[src/rtl/button_conditioner.sv]
// button_conditioner: synchronise and debounce a raw pushbutton, emit press/release/long strobes
//   clk           system clock
//   reset         asynchronous, active-high reset
//   btn_raw       raw button, asynchronous to clk, 1 = pressed
//   btn_level     debounced button level
//   press_pulse   one-cycle strobe in the first cycle btn_level is high
//   release_pulse one-cycle strobe in the first cycle btn_level is low
//   long_pulse    one-cycle strobe after LONG_CYCLES cycles of stable press
//   held          high from long_pulse until btn_level falls
module button_conditioner #(
   parameter int SYNC_STAGES     = 2,
   parameter int DEBOUNCE_CYCLES = 655,
   parameter int LONG_CYCLES     = 65536,
   parameter int CNT_W           = 17
) (
   input  logic clk,
   input  logic reset,
   input  logic btn_raw,
   output logic btn_level,
   output logic press_pulse,
   output logic release_pulse,
   output logic long_pulse,
   output logic held
);
   typedef enum logic [1:0] {IDLE, PRESSED, LONG} state_t;
   localparam logic [CNT_W-1:0] DEB_MAX  = CNT_W'(DEBOUNCE_CYCLES - 1);
   localparam logic [CNT_W-1:0] LONG_MAX = CNT_W'(LONG_CYCLES - 1);
   logic [SYNC_STAGES-1:0] sync;
   logic [CNT_W-1:0] deb_cnt, hold_cnt;
   state_t state;
   logic sync_q, differ, accept, rise, fall;
   assign sync_q = sync[SYNC_STAGES-1];
   assign differ = sync_q != btn_level;
   assign accept = differ && deb_cnt == DEB_MAX;
   assign rise   = accept && sync_q;
   assign fall   = accept && !sync_q;
   always_ff @(posedge clk or posedge reset) begin
      if (reset) begin
         sync          <= '0;
         deb_cnt       <= '0;
         hold_cnt      <= '0;
         state         <= IDLE;
         btn_level     <= 1'b0;
         press_pulse   <= 1'b0;
         release_pulse <= 1'b0;
         long_pulse    <= 1'b0;
         held          <= 1'b0;
      end else begin
         sync          <= {sync[SYNC_STAGES-2:0], btn_raw};
         deb_cnt       <= (!differ || accept) ? '0 : deb_cnt + 1'b1;
         btn_level     <= accept ? sync_q : btn_level;
         press_pulse   <= rise;
         release_pulse <= fall;
         long_pulse    <= 1'b0;
         // a release edge always wins over the long-press threshold in the same cycle
         case (state)
            IDLE: if (rise) begin
               state    <= PRESSED;
               hold_cnt <= '0;
            end
            PRESSED: if (fall) begin
               state    <= IDLE;
               hold_cnt <= '0;
            end else if (hold_cnt == LONG_MAX) begin
               state      <= LONG;
               long_pulse <= 1'b1;
               held       <= 1'b1;
            end else hold_cnt <= hold_cnt + 1'b1;
            LONG: if (fall) begin
               state    <= IDLE;
               held     <= 1'b0;
               hold_cnt <= '0;
            end
            default: state <= IDLE;
         endcase
      end
   end
endmodule
[config.mk]
export PLATFORM = sky130hd
export DESIGN_NAME = button_conditioner
export DESIGN_NICKNAME = d
export VERILOG_FILES = /design/src/rtl/button_conditioner.sv
export SDC_FILE = /design/constraint.sdc
export NUM_CORES = 1
export LEC_CHECK = 0
export CAP_MARGIN = 15
export CELL_PAD_IN_SITES_DETAIL_PLACEMENT = 1
export CELL_PAD_IN_SITES_GLOBAL_PLACEMENT = 1
export CORE_ASPECT_RATIO = 1.5
export CORE_UTILIZATION = 51
export DETAILED_ROUTE_END_ITERATION = 16
export GPL_ROUTABILITY_DRIVEN = 0
export PLACE_DENSITY = 0.81
export SYNTH_ARGS = -nofsm -noshare
export SYNTH_HDL_FRONTEND = slang
export SYNTH_SLANG_ARGS = --single-unit
[constraint.sdc]
create_clock -name clk -period 4.7 [get_ports clk]
set_clock_uncertainty 0.15 [all_clocks]
set_input_delay 0.705 -clock clk [delete_from_list [all_inputs] [get_ports clk]]
set_output_delay 0.705 -clock clk [all_outputs]
set_load 0.02 [all_outputs]
### Word level (Yosys, flattened, before mapping)

Index checks and enable logic that the tools add are counted.

| word-level totals | value |
|---|---|
| bits in registers | 43 |
| input bits | 3 |
| word-level logic and storage cells | 52 |

| cells by class | value |
|---|---|
| add/subtract/negate cells | 2 |
| equal/unequal tests | 11 |
| multiplexer cells | 18 |
| reduce and logical (&&, ||, !) cells | 12 |

Operators by type and width:

| operator | number |
|---|---|
| 2-to-1 mux 17 bit | 5 |
| case mux 17 bit (3 select lines) | 1 |
| adder 17 x 1 -> 17 bit (second input constant) | 2 |
| equality test 17 x 10 -> 1 bit (second input constant) | 1 |
| equality test 17 x 16 -> 1 bit (second input constant) | 1 |
| 2-to-1 mux 2 bit | 4 |
| != test 2 bit (second input constant) | 4 |
| AND reduction 4 bit | 2 |
| 2-to-1 mux 1 bit | 6 |
| != test 3 bit (second input constant) | 2 |
| case mux 2 bit (3 select lines) | 1 |
| logical AND 1 bit | 3 |
| AND reduction 3 bit | 1 |
| nonzero test 3 bit | 1 |
| equality test 2 x 1 -> 1 bit (second input constant) | 1 |
| equality test 2 bit (second input constant) | 1 |
| logical NOT 1 bit | 2 |
| logical NOT 2 bit | 1 |
| case mux 1 bit (2 select lines) | 1 |
| nonzero test 2 bit | 1 |
| logical OR 1 bit | 1 |
| != test 1 bit | 1 |

### Longest topological paths before layout

Gate-level depths: netlist (run 1).

| logic depth | value |
|---|---|
| depth after elaboration | 5 |
| depth in mapped cells | 11 |
| mapped depth without buffers | 10 |

### Worst setup path before layout (run 1)

OpenSTA, ideal clock, no wires.

| path | value |
|---|---|
| path type | register to register |
| start point | register hold_cnt[0] |
| end point | register hold_cnt[10] |
| arrival | 2.128 ns |
| required time | 4.434 ns |
| slack | 2.306 ns |
| stages on the path, launching flop included | 11 |
| buffers on the path | 1 |
| period minus slack after synthesis | 2.394 ns |
| cell sequence | dfrtp_1 -> ha_1 -> and4_1 -> nand4b_1 -> nor2_1 -> ha_1 -> nor2b_1 -> and2b_1 -> o21ai_2 -> buf_4 -> o311ai_0 |

| on the way | value |
|---|---|
| cells in the longest elaborated chain, start to end | 4 |
| elaborated cells on any way between the ends | 7 |
| classes of those cells | add/sub: 1; eq/ne: 2; mux: 3; reduce/logical: 1 |

RTL lines:

| item | line | text |
|---|---|---|
| start: declaration | 29 | `logic [CNT_W-1:0] deb_cnt, hold_cnt;` |
| start signal: assignment | 68 | `end else hold_cnt <= hold_cnt + 1'b1;` |
| adder 17 x 1 -> 17 bit | 68 |  |
| 2-to-1 mux 17 bit | 64 | `end else if (hold_cnt == LONG_MAX) begin` |
| 2-to-1 mux 17 bit | 61 | `PRESSED: if (fall) begin` |
| case mux 17 bit (3 select lines) | 56 | `case (state)` |

Parallel ways exist; a longest one is shown, timed or not. The select of a mux whose other input is x is not followed.
A chain may end at the register's enable or synchronous reset.

### Worst setup path after layout (run 1)

| path | value |
|---|---|
| start point | register hold_cnt[0] |
| end point | register hold_cnt[11] |

The elaborated chain is that of the path after synthesis.

==> reports/qor.yml, run 1 <==
status: "finished, final reports clean"
fin_crit_sh_pct: 60.2
antenna_found_initial: 0
antenna_cells: 0
crit_fanout: 5
ctsHoldBuffers: 0
cts_buffers: 5
core_area_mm2: 0.00425
insertion_delay_ps: 300
cts_tree: "yes"
num_vias: 1760
slew_headroom_pct: 58.2
postSynthAreaPerCell_um2: 9.82
power.leakage_nw: 1.05
grt_pass1_vias: 1987
ctsResizeCount: 0
final_cell_mix: "dfrtp_1, nand2_1, nor2_1, nand3_1, o21ai_0"
dr.pass1.iters: 4
end_kind: "flop"
cp_top_family: "simple AND/OR/NAND/NOR gates"
ys_ff_latch: 43
crit_slowest_cell: "a21boi_1"
fin_tns_setup_ps: 0
drc_errors: 0
r2r-end: "hold_cnt[11]$_DFFE_PP0P_"
hold_start: "sync[0]$_DFF_PP0_"
min_path_type: "reg2reg"
finalHoldViolations: 0
timing.fmax_ghz: 0.353
cp_data_arrival_time_ps: 2850
drtAntennaViolNets: 0
fin_crit_ps: 2830
area_growth_syn_to_layout_pct: 8.74
ios: 8
maxCapViolCount: 0
grt_usage_pct: 25.6
clock_sinks: 43
grt_max_degree: 44
post_drt_wl_per_cell_um: 18.8
tightest_slew_ps: 623
h-tree-depth: 2
slowest_delay_ps: 430
drive_above_1_share_pct: 10.0
cts.path.max_buffers: 2
die_area_mm2: 0.00468
ys_types: 47
nets: 245
initial_core_util_pct: 53.0
timing.rr.start: "hold_cnt[0]$_DFFE_PP0P_"
crit_required_ps: 4720
fin_area_mm2: 0.00244
ys_seq_area_share_pct: 47.9
peakVddDrop_mv: 0.237
synth-edff-count: 0
clk_pin_slew_ps: 90
crit_top_cell: "ha_1"
die_h_um: 83.3
grt_first_pass_wirelength_um: 9270
final_common_cell: "dfrtp_1"
cts_setup_buffers: 0
drv_slew: 0
yosys_warnings: 0
via_per_inst: 6.18
holdPathEnd: "sync[1]$_DFF_PP0_"
num_rows: 29
rsz0062_at_grt: "false"
crit_chain: "ha_1, and4_1, nand4b_1, nor2_1, ha_1, nor2b_1, and2b_1, a21boi_1, nand3_1, o311ai_0"
clockRootBuffer: "clkbuf_8"
synth_nets: 236
cp-start-kind: "flop"
routed_wl_um: 5350
dp_hpwl_um: 3900
finalPower_w: 0.000687
syn_inst: 229
synth_area_mm2: 0.00225
setup_violations: 0
async_flop_share_pct: 100
drt_iter0_markers: 63
synth_flop_cell: "dfrtp_1"
r2r_cells: 10
critPathKind: "reg2reg"
whs_path_depth: 0
die_x_um: 56.2
portBuffers: 7
grt.overflow.total: 0
place_area_mm2: 0.00233
power_density_mw_per_mm2: 281
path_buf_inv: 0
final_util_pct: 57.6
regToRegSetupSlack_ps: 1870
power breakdown:
part / leakage [nW] / switching [W] / internal, W / total, W
combinational: 0.399 / 0.0000146 / 0.00000654 / 0.0000211
clock: 0.0581 / 0.000132 / 0.000158 / 0.000290
sequential: 0.594 / 0.00000314 / 0.000373 / 0.000376
metrics by stage:
step / hold WS, ps / setup WS [ps] / std cells
detailed placement: 196 / 1840 / 277
CTS: 215 / 1840 / 285
floorplan: 181 / 2310 / 229
finish: 213 / 1870 / 285
global route: 219 / 1690 / 285
global placement: 185 / 2090 / 277
layout make-up:
cell class | instances | area (µm²)
Clock inverter | 3 | 43.8
Multi-Input combinational cell | 172 | 1090
Inverter | 8 | 30.0
Tap cell | 46 | 57.6
Clock buffer | 5 | 68.8
Timing Repair Buffer | 8 | 77.6
Sequential cell | 43 | 1080
Fill cell | 487 | 1800
layer usage:
| metal | GRT usage, % | wire (µm) |
|---|---|---|
| met1 | 25.8 | 1950 |
| met2 | 50.0 | 3160 |
| met3 | 4.05 | 85 |
| met4 | 10.4 | 160 |
| met5 | 0 | 0 |
how the worst max path moves through the flow:
stage                                 start                        to  slack [ps]  depth (start not counted)
floorplan           hold_cnt[0]$_DFFE_PP0P_  hold_cnt[10]$_DFFE_PP0P_        2310                         10
global placement    hold_cnt[0]$_DFFE_PP0P_  hold_cnt[10]$_DFFE_PP0P_        2090                         10
detailed placement  hold_cnt[0]$_DFFE_PP0P_  hold_cnt[11]$_DFFE_PP0P_        1840                         10
CTS                 hold_cnt[0]$_DFFE_PP0P_  hold_cnt[11]$_DFFE_PP0P_        1840                         10
global route        hold_cnt[0]$_DFFE_PP0P_   hold_cnt[3]$_DFFE_PP0P_        1690                          9
finish              hold_cnt[0]$_DFFE_PP0P_  hold_cnt[11]$_DFFE_PP0P_        1870                         10
cells in the mapped netlist, types with 2 or more instances:
library cell | count | share of area, %
dfrtp_1 | 43 | 48
xnor2_1 | 3 | 1.2
o311ai_0 | 4 | 1.6
nand2_1 | 28 | 4.7
and4_1 | 4 | 1.6
o21ai_0 | 11 | 2.4
ha_1 | 4 | 2.2
nor2b_1 | 5 | 1.4
nor2_1 | 24 | 4.0
nand4_1 | 10 | 2.8
or3_1 | 5 | 1.4
and2_1 | 4 | 1.1
xor2_1 | 9 | 3.5
nand3_1 | 12 | 2.7
a21oi_1 | 8 | 1.8
inv_1 | 8 | 1.3
a21o_1 | 4 | 1.3
and4bb_2 | 2 | 1.1
a21o_2 | 3 | 1.2
nor4_1 | 2 | 0.56
o31ai_1 | 2 | 0.67
nor3_1 | 4 | 0.89
nand2b_1 | 2 | 0.56
buf_2 | 2 | 0.45
buf_6 | 3 | 1.5
and2b_1 | 2 | 0.67
kinds of logic after synthesis:
| kind of cell | Yosys count | synth area share, % |
|---|---|---|
| buf+inv | 14 | 3.62 |
| simple gates | 112 | 27.3 |
| xor+xnor | 12 | 4.67 |
| mux | 3 | 1.61 |
| fa+ha+maj | 4 | 2.23 |
| compound gates | 41 | 12.7 |
| flops | 43 | 47.9 |
sequential cells by signal (all words and copies together), names as in the netlist:
name	cells
deb_cnt	17
hold_cnt	17
state	2
sync	2
btn_level	1
held	1
long_pulse	1
press_pulse	1
release_pulse	1
Power figures use the tool's default switching activity.
==> inputs of run 2 (changes only) <==
--- a/config.mk
+++ b/config.mk
@@ -9,10 +9,10 @@
 export CELL_PAD_IN_SITES_DETAIL_PLACEMENT = 1
 export CELL_PAD_IN_SITES_GLOBAL_PLACEMENT = 1
 export CORE_ASPECT_RATIO = 1.5
-export CORE_UTILIZATION = 51
+export CORE_UTILIZATION = 47
 export DETAILED_ROUTE_END_ITERATION = 16
 export GPL_ROUTABILITY_DRIVEN = 0
-export PLACE_DENSITY = 0.81
+export PLACE_DENSITY = 0.76
 export SYNTH_ARGS = -nofsm -noshare
 export SYNTH_HDL_FRONTEND = slang
 export SYNTH_SLANG_ARGS = --single-unit
==> constraint.sdc (replaced) <==
create_clock -name clk -period 2.86 [get_ports clk]
set_clock_uncertainty 0.15 [all_clocks]
set_input_delay 0.429 -clock clk [delete_from_list [all_inputs] [get_ports clk]]
set_output_delay 0.429 -clock clk [all_outputs]
set_load 0.02 [all_outputs]
==> run 2 against run 1 <==
Against the previous run: critical path depth is 1 higher; first-iteration DRC count is 4.8% higher; die area up 8.3%; final cell count increased by 6.7%; utilization shrank 2.1 points; via count increased by 0.51%; power increased by 77%; clock power up 95%; flip-flop and latch count unchanged; fmax is 6.3% higher; sequential share of layout area down 1.4 points; worst hold slack improved by 2.2 ps.
==> reports/qor.yml, run 2 (synthesized netlist as in run 1, its figures left out) <==
num_vias: 1769
portBuffers: 7
cp-start-kind: "flop"
drt_iter0_markers: 66
via_per_inst: 5.82
timing.fmax_ghz: 0.376
core_area_mm2: 0.00454
p_int_w: 0.000972
die_x_um: 58.5
tightest_slew_ps: 564
peakVddDrop_mv: 0.316
fin_area_mm2: 0.00252
cts_buffers: 5
cp_top_family: "simple AND/OR/NAND/NOR gates"
h-tree-depth: 2
slowest_delay_ps: 420
grt_max_degree: 44
fin_crit_sh_pct: 93.1
die_area_mm2: 0.00507
final_common_cell: "dfrtp_1"
clockRootBuffer: "clkbuf_8"
area_growth_syn_to_layout_pct: 12.2
grt_pass1_vias: 1947
routed_wl_um: 5270
status: "finished, final reports clean"
ctsHoldBuffers: 0
crit_slowest_cell: "dfrtp_1"
nFillCells: 519
end_kind: "flop"
clock_sinks: 43
final_cell_mix: "dfrtp_1, nand2_1, nor2_1, nand3_1, o21ai_0"
fin_tns_setup_ps: 0
dr.pass1.iters: 4
insertion_delay_ps: 310
initial_core_util_pct: 49.5
ios: 8
path_buf_inv: 1
dp_hpwl_um: 3750
power.leakage_nw: 1.07
slew_headroom_pct: 62.1
drive_above_1_share_pct: 11.3
cts.path.max_buffers: 2
reg_top3: "deb_cnt x17, hold_cnt x17"
grt.overflow.total: 0
p_clk_share_pct: 46.4
crit_chain: "ha_1, and4_1, nand4b_1, nor2_1, ha_1, nor2b_2, and2b_2, a21oi_4, buf_12, a21o_2, mux2_2"
post_drt_wl_per_cell_um: 17.3
num_rows: 30
regArea_mm2: 0.00108
place_area_mm2: 0.00235
final_util_pct: 55.5
grt_usage_pct: 24.1
crit_fanout: 19
die_h_um: 86.7
holdWs_ps: 215
clk_pin_slew_ps: 90
seqPwrFrac_pct: 50.7
regToRegSetupSlack_ps: 200
p_sw_share_pct: 20.2
cp_data_arrival_time_ps: 2720
crit_required_ps: 2920
cts_tree: "yes"
antenna_found_initial: 0
drtAntennaViolNets: 0
antenna_cells: 0
fin_crit_ps: 2660
drc_errors: 0
setup_violations: 0
min_path_type: "reg2reg"
maxCapViolCount: 0
nets: 246
power_density_mw_per_mm2: 483
multiInputGateArea_mm2: 0.00111
finalHoldViolations: 0
rsz0062_at_grt: "false"
combPwrFrac_pct: 2.8
grt_first_pass_wirelength_um: 9060
p_sw_w: 0.000246
critPathKind: "reg2reg"
drv_slew: 0
crit_top_cell: "ha_1"
run 2: changes by cell type in the layout (fill, tap and decap cells not counted), sizes merged:
cell,change
buf,+1
bufinv,+1
clkbuf,+1
clkinv,-2
run 2: per-stage QoR:
stage	power, W	instances	setup slack [ps]
2_1_floorplan	0.000652	229	466
3_3_place_gp	0.000662	295	206
3_5_place_dp	0.000666	295	33.0
4_1_cts	0.00123	303	80.8
5_1_grt	0.00125	304	25.5
6_report	0.00122	304	198
run 2: power groups by stage:
stage,sequential (W),combinational [W],clock (W)
finish,0.000618,0.0000346,0.000565
global route,0.000619,0.0000399,0.000596
CTS,0.000618,0.0000358,0.000574
detailed placement,0.000630,0.0000356,0
global placement,0.000629,0.0000333,0
floorplan,0.000628,0.0000236,0
run 2: worst paths after layout:
path	start	endpoint	cells after the start
min in group asynchronous	reset	hold_cnt[15]$_DFFE_PP0P_	3
setup / recovery	hold_cnt[0]$_DFFE_PP0P_	hold_cnt[12]$_DFFE_PP0P_	11
setup reg to reg	hold_cnt[0]$_DFFE_PP0P_	hold_cnt[12]$_DFFE_PP0P_	11
max in group asynchronous	reset	press_pulse$_DFF_PP0_	3
hold reg to reg	sync[0]$_DFF_PP0_	sync[1]$_DFF_PP0_	0
hold / removal	sync[0]$_DFF_PP0_	sync[1]$_DFF_PP0_	0
run 2: per-layer routing:
layer / global-route usage, % / part of all wire [%] / routed length [µm]
met5: 0 / 0 / 0
met3: 4.33 / 1.5 / 79
met4: 12.6 / 3.5 / 187
met2: 43.9 / 57 / 2990
met1: 25.9 / 38 / 2010
run 2: what timing repair did:
action                                  in CTS  in global routing
resized for setup                            2                  4
endpoints found under the setup margin       2                 17
endpoints found under the hold margin        0                  0
buffers inserted                             0                  1
run 2: final cells by class:
cell class	count	area share [%]
timing repair buffer	9	3.87
clock buffer	6	2.88
clock inverter	2	2.38
multi-input combinational	172	43.8
sequential	43	42.7
inverter	8	1.19
tap	64	3.17
run 2: worst reg2reg max path, cell delays in order, from the launching register on:
cell	delay, ps
dfrtp_1	420
ha_1	250
and4_1	260
nand4b_1	150
nor2_1	70
ha_1	240
nor2b_2	160
and2b_2	230
a21oi_4	50
buf_12	160
a21o_2	190
mux2_2	250
==> edit 1: new RTL, settings of run 2 <==
Register the output `release_pulse` once more, without a reset; this adds one clock of latency there. The other outputs are not delayed to match. Comments in the files are not updated.
--- a/src/rtl/button_conditioner.sv
+++ b/src/rtl/button_conditioner.sv
@@ -26,4 +26,6 @@
    localparam logic [CNT_W-1:0] DEB_MAX  = CNT_W'(DEBOUNCE_CYCLES - 1);
    localparam logic [CNT_W-1:0] LONG_MAX = CNT_W'(LONG_CYCLES - 1);
+
+   logic release_pulse_s0;
    logic [SYNC_STAGES-1:0] sync;
    logic [CNT_W-1:0] deb_cnt, hold_cnt;
@@ -43,5 +45,5 @@
          btn_level     <= 1'b0;
          press_pulse   <= 1'b0;
-         release_pulse <= 1'b0;
+         release_pulse_s0 <= 1'b0;
          long_pulse    <= 1'b0;
          held          <= 1'b0;
@@ -51,5 +53,5 @@
          btn_level     <= accept ? sync_q : btn_level;
          press_pulse   <= rise;
-         release_pulse <= fall;
+         release_pulse_s0 <= fall;
          long_pulse    <= 1'b0;
          // a release edge always wins over the long-press threshold in the same cycle
@@ -76,3 +78,7 @@
       end
    end
+   always_ff @(posedge clk) begin
+      release_pulse <= release_pulse_s0;
+   end
+
 endmodule
Behaviour: same outputs for any inputs over 10 cycles, from zero or initial values and one cycle with reset high; that may be too few to reach the edited logic, so the function may still have changed.
==> edit 1 against run 2 <==
  * Routed wire length decreased by 0.82%
  * Non-clock buffer count increased by 2
  * Die area increased by 0.86%
  * Worst setup slack about the same
  * Cell area decreased by 0.15%
  * Sequential cell count increased by 1
  * Synthesized area increased by 0.89%
  * Power decreased by 12%
  * Cell count increased by 1.3%
  * Global-route usage decreased by 1.2 points
  * Via count increased by 1.1%
  * Critical path type unchanged
==> edit 1: results (changes against run 2) <==
metric;value;unit;change
status;complete, no violations;;
grtUsageTotal;22.9;%;-1.2 points
hp-start;release_pulse_s0;;
viasPerCell;5.81;;-0.18%
leakagePower;1.06;nW;-0.70%
vdd_ir_drop_max;275;uV;-13%
num_vias;1789;;+1.1%
async_reset_ff_share;97.7;%;-2.3 points
final_core_util;55.0;%;-0.54 points
dp_hpwl;3.84;mm;+2.3%
placed_area;0.00238;sq mm;+1.2%
insertion_delay;300;ps;
synth_fp_nets;237;;+0.42%
cts_root_buffer;clkbuf_8;;
drive_above_1_share;11.9;%;+0.64 points
cp_max_fo;9;;-10
synthCells;230;;+0.44%
n_fill_cell;528;;+1.7%
r2r_setup_slack;200;ps;about the same
yosysUniqueCellTypes;48;;+2.1%
cts-resized-gates;0;;-2
grt_pass1_vias;1916;;-1.6%
reg2regPathDepth;10;;-1
place_inst;297;;+0.68%
tightest_slew;625;ps;+60.9 ps
grt_pass1_wl;8.79;mm;-3.0%
final_nets;250;;+1.6%
grt_max_degree;20;;-55%
routed_wl;5.23;mm;-0.82%
clk_pin_slew;80;ps;
hold_slack;213;ps;-2.41 ps
hold_path_end;release_pulse;;
cts_buffers;5;;unchanged
initialDrtViolationCount;52;;-21%
[edit 1: cell count changes after synthesis]
cell     before  now
dfxtp_1       0    1
[edit 1: metal layers]
metal  vias up  track usage [%]  part of all wire (%)
met3        15             4.16                   1.8
li1        840                -                     -
met4         0             9.09                   3.0
met2        23             44.7                    59
met5         -                0                     0
met1       911             22.8                    36
[edit 1: how the worst max path moves through the flow]
| stage | start | depth (start not counted) | endpoint | slack (ps) |
|---|---|---|---|---|
| 6_report | hold_cnt[0] | 10 | hold_cnt[12] | 200 |
| 5_1_grt | hold_cnt[0] | 10 | hold_cnt[10] | -1 |
| 4_1_cts | hold_cnt[0] | 10 | hold_cnt[11] | 2 |
| 3_5_place_dp | hold_cnt[0] | 10 | hold_cnt[11] | 40 |
| 3_3_place_gp | hold_cnt[0] | 10 | hold_cnt[11] | 230 |
| 2_1_floorplan | hold_cnt[0] | 10 | hold_cnt[10] | 470 |
[edit 1: power breakdown]
part           switching, W  internal, W
Clock              0.000212     0.000197
Sequential       0.00000555     0.000626
Combinational     0.0000246    0.0000115
[edit 1: worst max-delay path: stages (launching register included)]
cell	delay (ps)
dfrtp_1	420
ha_1	260
and4_1	260
nand4b_1	140
nor2_1	70
ha_1	230
nor2b_2	180
and2b_2	280
a21oi_4	100
a21o_2	210
mux2_2	250
[edit 1: kinds of logic after synthesis]
logic type	synth area share (%)
AO/OA/AOI/OAI	12.6
XOR/XNOR	4.63
adder cells (fa/ha/maj)	2.21
buffers and inverters	3.59
flip-flops	48.3
multiplexers	1.60
AND/OR/NAND/NOR	27.0
[edit 1: area by class of cell]
type	count	share of cell area [%]
Tap cell	64	3.18
Timing Repair Buffer	11	3.97
Clock buffer	8	3.58
Multi-Input combinational cell	173	44.6
Inverter	8	1.19
Sequential cell	44	43.5
==> edit 2: new RTL, config.mk and constraints of run 2 <==
Made on the original files. Set the parameter `SYNC_STAGES` to 4 (it was 2).
--- a/src/rtl/button_conditioner.sv
+++ b/src/rtl/button_conditioner.sv
@@ -9,5 +9,5 @@
 //   held          high from long_pulse until btn_level falls
 module button_conditioner #(
-   parameter int SYNC_STAGES     = 2,
+   parameter int SYNC_STAGES     = 4,
    parameter int DEBOUNCE_CYCLES = 655,
    parameter int LONG_CYCLES     = 65536,
Behaviour: no difference found for any inputs over 10 cycles, from zero or initial values and one cycle with reset high; that may be too few to reach the edited logic, so the function may still have changed.
==> edit 2 against run 2 <==
  * Power fell by 11%
  * Cell area rose by 3.0%
  * Clock power fell by 29%
  * Worst setup slack improved by 110 ps
  * Die area rose by 3.4%
  * First-iteration DRC count fell by 21%
  * Sequential cell count rose by 2
  * Global-route usage fell by 1.6 points
  * Routed wire length fell by 4.4%
  * Synthesized area rose by 3.5%
  * Maximum frequency rose by 4.1%
  * Critical path depth fell by 2
==> edit 2: results (changes against run 2) <==
metric;value;unit;change
viasPerCell;5.70;;-2.1%
cts-resized-gates;0;;-2
worst_r2r_endpoint;hold_cnt[11];;
synthMuxAreaShare;0.914;%;-0.70 points
top_regs;deb_cnt x17, hold_cnt x17, sync x4;;
seq_area_frac_synth;48.4;%;+0.53 points
leakagePower;1.15;nW;+7.4%
wl_met3;80;microns;+1.3%
synth_commonest_cells;dfrtp_1 (45), nor2_1 (24), nand2_1 (22), nand3_1 (20), xor2_1 (9);;
vdd_ir_drop_max;196;uV;-38%
status;complete, no violations;;
cts_buffers;5;;unchanged
reg2regPathDepth;9;;-2
initialDrtViolationCount;52;;-21%
met2_usage;40.9;%;-3.0 points
clockPowerShare;36.9;%;-9.5 points
max_slew_margin;58.6;%;-3.6 points
synthTopCellsByArea;dfrtp_1 (48%), nand3_1 (4.3%), nor2_1 (3.9%);;
r2r-start;hold_cnt[0];;
n_fill_cell;567;;+9.2%
dr.pass1.iters;4;;unchanged
grt_pass1_wl;8.75;mm;-3.4%
hold_path_end;sync[3];;
yosysUniqueCellTypes;56;;+19%
routed.top_layer;met4;;
yosysWarnings;0;;unchanged
final_nets;252;;+2.4%
grt_max_degree;28;;-36%
synthAdderAreaFrac;2.15;%;-0.075 points
clk_pin_slew;90;ps;about the same
cp_max_fo;6;;-13
drive_above_1_share;12.7;%;+1.4 points
hp-start;sync[2];;
grt_use_met1;24.5;%;-1.4 points
switching_power;0.000239;W;-3.0%
cp.arrival;2650;ps;-70 ps
hold_depth;0;;unchanged
synthXorXnorAreaFrac;6.02;%;+1.3 points
synth_fp_nets;236;;unchanged
synth_compound_area_share;11.3;%;-1.5 points
grt_pass1_vias;1920;;-1.4%
dp_hpwl;3.71;mm;-1.1%
cp-start-kind;flop;;
grtUsageTotal;22.5;%;-1.6 points
grt_use_met3;3.69;%;-0.64 points
cts_buffer_depth;2;;unchanged
r2r_setup_slack;300;ps;+110 ps
cts_root_buffer;clkbuf_8;;
wl_met2;2.75;mm;-8.1%
seq_cell_power;0.000648;W;+4.9%
wl_met1;2.06;mm;+2.4%
routed_wl;5.04;mm;-4.4%
synth-edff-count;0;;unchanged
antenna-diode-count;0;;unchanged
[edit 2: cell families (layout without fill, tap and decap cells)]
logic type / Yosys count / in the layout
buf+inv: 13 / 29
fa+ha+maj: 4 / 4
simple gates: 114 / 114
mux: 2 / 2
compound gates: 35 / 35
xor+xnor: 16 / 16
flops: 45 / 45
[edit 2: worst max path at each step]
| stage | to | slack, ps | depth (start not counted) |
|---|---|---|---|
| 6_report | hold_cnt[11] | 300 | 9 |
| 5_1_grt | hold_cnt[14] | 140 | 10 |
| 4_1_cts | hold_cnt[11] | 290 | 9 |
| 3_5_place_dp | hold_cnt[11] | 300 | 9 |
| 3_3_place_gp | hold_cnt[14] | 390 | 10 |
| 2_1_floorplan | hold_cnt[14] | 540 | 10 |
[edit 2: layout make-up]
class	instances	area share, %
multi-input cells	171	43.8
flip-flops and latches	45	43.4
repair buffers	14	5.20
clock buffers	7	3.32
well taps	66	3.18
inverters	8	1.16
[edit 2: metrics by stage]
| step | total power (W) | cell area [sq um] | hold WS, ps | std cells | worst slack, ps |
|---|---|---|---|---|---|
| final | 0.00108 | 2600 | 208 | 311 | 304 |
| after global routing | 0.00112 | 2600 | 221 | 311 | 143 |
| after CTS | 0.00110 | 2600 | 215 | 311 | 292 |
| after detailed placement | 0.000699 | 2510 | 196 | 304 | 298 |
| after global placement | 0.000698 | 2510 | 182 | 304 | 388 |
| after floorplan | 0.000683 | 2330 | 181 | 229 | 535 |
[edit 2: worst max-delay path: stages (launching register included)]
cell,delay (ps)
dfrtp_1,420
ha_1,260
and4_1,240
nand3_1,140
nor2_1,60
ha_1,210
nor2_4,170
o21ai_1,190
or4_1,550
nand3_1,100
